## src/rtl/counter_sched.sv

```systemverilog
// rtl/counter_sched.sv - two-requester round-robin scheduler driving a shared 3-bit up/down counter
// Optional feature: COUNTER_SCHED_BOUNCE_EN (reflect at 0/7 instead of wrapping)
module counter_sched (
    input  logic       clock,
    input  logic       clear,
    input  logic       req0,
    input  logic       req1,
    input  logic       dir0,
    input  logic       dir1,
    input  logic [2:0] steps0,
    input  logic [2:0] steps1,
    output logic       gnt0,
    output logic       gnt1,
    output logic [2:0] count,
    output logic       busy,
    output logic       done
);

    typedef enum logic [1:0] {
        S_IDLE = 2'd0,
        S_RUN  = 2'd1,
        S_DONE = 2'd2
    } state_t;

    state_t     r_state;
    logic [2:0] r_count;
    logic [3:0] r_remaining;
    logic       r_dir;
    logic       r_owner;
    logic       r_last;
    logic       r_gnt0;
    logic       r_gnt1;
    logic       r_busy;
    logic       r_done;

    logic       w_pick1;
    logic       w_owner_req;
    logic [2:0] w_sel_steps;
    logic [3:0] w_run_len;
    logic [2:0] w_next_count;
    logic       w_flip;

    // r_last==1 means requester 1 was served last, so requester 0 wins a tie.
    assign w_pick1     = req1 & (~req0 | ~r_last);
    assign w_owner_req = r_owner ? req1 : req0;
    assign w_sel_steps = w_pick1 ? steps1 : steps0;
    assign w_run_len   = (w_sel_steps == 3'd0) ? 4'd8 : {1'b0, w_sel_steps};

    always_comb begin
        w_flip       = 1'b0;
        w_next_count = r_dir ? (r_count + 3'd1) : (r_count - 3'd1);
`ifdef COUNTER_SCHED_BOUNCE_EN
        if (r_dir && r_count == 3'd7) begin
            w_next_count = 3'd6;
            w_flip       = 1'b1;
        end else if (!r_dir && r_count == 3'd0) begin
            w_next_count = 3'd1;
            w_flip       = 1'b1;
        end
`endif
    end

    always_ff @(posedge clock) begin
        if (clear) begin
            r_state     <= S_IDLE;
            r_count     <= 3'd0;
            r_remaining <= 4'd0;
            r_dir       <= 1'b0;
            r_owner     <= 1'b0;
            r_last      <= 1'b1;
            r_gnt0      <= 1'b0;
            r_gnt1      <= 1'b0;
            r_busy      <= 1'b0;
            r_done      <= 1'b0;
        end else begin
            case (r_state)
                S_IDLE: begin
                    r_done <= 1'b0;
                    if (req0 | req1) begin
                        r_owner     <= w_pick1;
                        r_last      <= w_pick1;
                        r_dir       <= w_pick1 ? dir1 : dir0;
                        r_remaining <= w_run_len;
                        r_gnt0      <= ~w_pick1;
                        r_gnt1      <= w_pick1;
                        r_busy      <= 1'b1;
                        r_state     <= S_RUN;
                    end
                end
                S_RUN: begin
                    if (!w_owner_req) begin
                        // Abort: owner withdrew, counter is left untouched.
                        r_gnt0  <= 1'b0;
                        r_gnt1  <= 1'b0;
                        r_busy  <= 1'b0;
                        r_state <= S_IDLE;
                    end else begin
                        r_count     <= w_next_count;
                        r_remaining <= r_remaining - 4'd1;
                        if (w_flip) begin
                            r_dir <= ~r_dir;
                        end
                        if (r_remaining == 4'd1) begin
                            r_gnt0  <= 1'b0;
                            r_gnt1  <= 1'b0;
                            r_busy  <= 1'b0;
                            r_done  <= 1'b1;
                            r_state <= S_DONE;
                        end
                    end
                end
                S_DONE: begin
                    r_done  <= 1'b0;
                    r_state <= S_IDLE;
                end
                default: begin
                    r_gnt0  <= 1'b0;
                    r_gnt1  <= 1'b0;
                    r_busy  <= 1'b0;
                    r_done  <= 1'b0;
                    r_state <= S_IDLE;
                end
            endcase
        end
    end

    assign gnt0  = r_gnt0;
    assign gnt1  = r_gnt1;
    assign count = r_count;
    assign busy  = r_busy;
    assign done  = r_done;

endmodule
```

## config.mk

```make
export PLATFORM = sky130hd
export DESIGN_NAME = counter_sched
export DESIGN_NICKNAME = d
export VERILOG_FILES = /design/src/rtl/counter_sched.sv
export SDC_FILE = /design/constraint.sdc
export NUM_CORES = 1
export LEC_CHECK = 0
export BUFFER_PORTS_ARGS = -buffer_cell sky130_fd_sc_hd__buf_2
export CORE_ASPECT_RATIO = 1.5
export CORE_UTILIZATION = 30
export CTS_CLUSTER_SIZE = 16
export DETAILED_ROUTE_END_ITERATION = 6
export SETUP_SLACK_MARGIN = 0.1
export SLEW_MARGIN = 25
export SYNTH_ARGS = -nofsm -noshare
export SYNTH_HDL_FRONTEND = slang
export SYNTH_SLANG_ARGS = --single-unit
```

## constraint.sdc

```tcl
create_clock -name clock -period 1.3 [get_ports clock]
set_input_delay 0.065 -clock clock [delete_from_list [all_inputs] [get_ports clock]]
set_output_delay 0.065 -clock clock [all_outputs]
set_load 0.05 [all_outputs]
```

==> summary.md <==
| Metric | Value |
|---|---|
| Status | complete, but fails checks |
| Failing checks | setup timing |
| Core ar. | 2680 sq um |
| Max frequency | 0.754 GHz |
| Setup CP Type | reg -> reg |
| Crit path from | r_last |
| Multi-input gate area | 672 sq um |
| Number of global-route vias before repair | 898 |
| Filler instances | 250 |
| Leak Pwr | 0.566 nW |
| Clock Skews | 4.04 ps |
| Mean post-synth cell area | 8.64 sq um |
| Initial DRT Pass Iterations | 3 |
| Initial drt markers | 7 |
| Slew headroom | 74.4% |
| Worst-path fanout max | 5 |
| Commonest cells after routing, fill and taps aside | buf_2 (18), buf_4 (17), nor2_1 (10) |
| Unique masters post-synth | 30 |
| Slew Viols, Final | 0 |
| Final Non-Filler Cells | 175 |
| Register area | 340 sq um |
| R2R depth | 4 |
| Die area | 3040 sq um |
| Initial Util | 31.7% |
| Post-Syn Area | 847 sq um |
| Class of the worst hold path | in -> reg |
| Vias per cell | 4.94 |
| Gr usage total | 17.5% |
| Layout cells sized above 1 | 60.9% |
| NumNets Final | 154 |
| Clk_lat worst skew | 250 ps |
| CTS tree | done |
| Peak VDD IR | 0.918 mV |
| Hold path cells | 2 |
| RD Place Congestion | 0.761 |
| Top Ports | 19 |
| Unrepaired setup endpoints after global routing | true |
| Flops & latches, synth | 16 |
| Worst-Margin Slew | 381 ps |
| Row count | 23 |
| Critical Path End Type | register |
| CP Data Required Time | 1470 ps |
| Die X | 45.4 um |
| Worst R2R Setup Slack | -30 ps |
| Critical Path Sink | r_remaining[0] |
| Final setup viols | 3 |
| Routed Wire Length | 2.36 mm |
| Clock period minus final worst setup slack | 1330 ps |
| # hold bufs at CTS | 0 |
| Placed Cells | 166 |
| Die height | 67.1 um |
| R2R Path Start | r_last |
| Number of CTS-inserted buffers | 3 |
| Htree depth | 1 |
| Max Cap Viol | 0 |
| Worst-case clock buffer depth | 2 |
| Cell Pwr Density | 1080 nW/um^2 |
| Number of clock sinks | 16 |
| Hold WS | 35.5 ps |
| Ys Warns | 0 |
| R2r endpoint | r_remaining[0] |
| Startpoint Class | register |
| Cell count after synthesis | 98 |
| Area Growth Syn to Fin | 63.5% |
| Mapped Nets | 113 |
| Congestion Overflow GR | 0 |
| DRC violations left | 0 |
| Final Hold Vio Count | 0 |
| Vias | 864 |
| Antenna cells | 0 |
| Register area share after synthesis | 37.8% |
| Fin crit share | 102% |
| IO Port Bufs | 18 |
| Setup ws final | -25.7 ps |
| Final ANT Viol Nets | 0 |
| Most common cell after layout, fill and taps aside | buf_2 |
| Largest net degree at the start of global routing | 13 |
| Global-route wire length before repair | 3.88 mm |
| Clock-pin slew of the registers on the worst-case setup and hold paths | 70 ps |
| Final HPWL DP | 1.67 mm |
| WP data arrival | 1500 ps |
| Wire per inst | 13.5 um |
| Initial antenna violation count | 0 |
| Setup WS pre-CTS | -152 ps |
| Clock Tree Root | clkbuf_8 |
report_power, final:
group	internal, W	switching (W)
registers	0.000543	0.0000541
clock network	0.000209	0.000172
logic	0.000245	0.000277
metal layers:
metal,wire (um),up-vias,GRT usage [%]
li1,-,435,-
met2,1380,14,30.9
met4,53,0,8.71
met5,0,-,0
met1,868,409,19.1
met3,57,6,2.98
critical path, stage by stage, from the launching register on:
cell and delay [ps]:
dfxtp_2 340, a21boi_4 240, mux2i_1 110, or4_1 390, a31oi_1 170
what timing repair did:
| item | 4_1_cts | 5_1_grt |
|---|---|---|
| gates resized for setup | 26 | 14 |
| setup endpoints to repair | 13 | 15 |
| pin swaps | 11 | 6 |
| buffers inserted | 5 | 0 |
registers in the layout, indices dropped and copies added, names as in the netlist:
signal / flops
r_remaining: 4
count: 3
r_state: 2
busy: 1
done: 1
gnt0: 1
gnt1: 1
r_dir: 1
r_last: 1
r_owner: 1
final cells by class:
class | count | area share, %
flip-flops and latches | 16 | 24.6
clock inverters | 1 | 0.271
inverters | 5 | 1.36
clock buffers | 3 | 2.98
repair buffers | 39 | 19.0
well taps | 37 | 3.34
multi-input cells | 74 | 48.5
how the worst min path moves through the flow:
stage,slack [ps],end,start
6_report,40,r_remaining[0],clear
3_5_place_dp,300,r_remaining[0],clear
3_3_place_gp,290,r_remaining[0],clear
5_1_grt,40,r_remaining[0],clear
4_1_cts,30,r_remaining[0],clear
2_1_floorplan,130,r_dir,clear
through the flow:
stage / TNS, ps / power [W] / cell area [sq um] / utilization, %
final: -52.7 / 0.00150 / 1390 / 51.8
after global routing: -447 / 0.00158 / 1390 / 51.8
after CTS: -34.0 / 0.00146 / 1320 / 49.5
after detailed placement: -247 / 0.00102 / 1160 / 43.2
after global placement: -112 / 0.00100 / 1160 / 43.2
after floorplan: -96.0 / 0.000872 / 916 / -
kinds of logic (layout without fill, tap and decap cells):
logic type | Yosys count | after routing | share of synthesized area, %
muxes | 7 | 7 | 8.71
buffers and inverters | 8 | 48 | 3.55
xor gates and xnor gates | 3 | 3 | 3.10
AOI/OAI and AO/OA | 27 | 27 | 22.0
and+or+nand+nor | 34 | 34 | 19.5
DFF | 16 | 16 | 37.8
adders and majority gates | 3 | 3 | 5.32
synth_stat cells (all sizes together):
library cell / instances / area share [%]
dfxtp: 16 / 38
nor2: 12 / 5.3
a21oi: 9 / 5.3
nand2: 7 / 3.1
inv: 5 / 2.2
o21ai: 5 / 3.0
mux2i: 4 / 4.7
nor3: 4 / 2.4
clkbuf: 3 / 1.3
mux2: 3 / 4.0
or4: 3 / 2.7
a211oi: 2 / 1.8
a31oi: 2 / 1.5
ha: 2 / 3.0
nand2b: 2 / 1.5
nor2b: 2 / 1.5
o311ai: 2 / 2.1
or3: 2 / 1.5
xnor2: 2 / 2.1
a21boi: 1 / 2.2
a221o: 1 / 1.2
a2bb2oi: 1 / 1.0
and3: 1 / 0.74
fa: 1 / 2.4
nor3b: 1 / 0.89
o211ai: 1 / 0.89
o21ba: 1 / 1.2
o21bai: 1 / 0.89
o32ai: 1 / 1.0
xor2: 1 / 1.0
No activity file was read; power rests on OpenSTA's default activity.
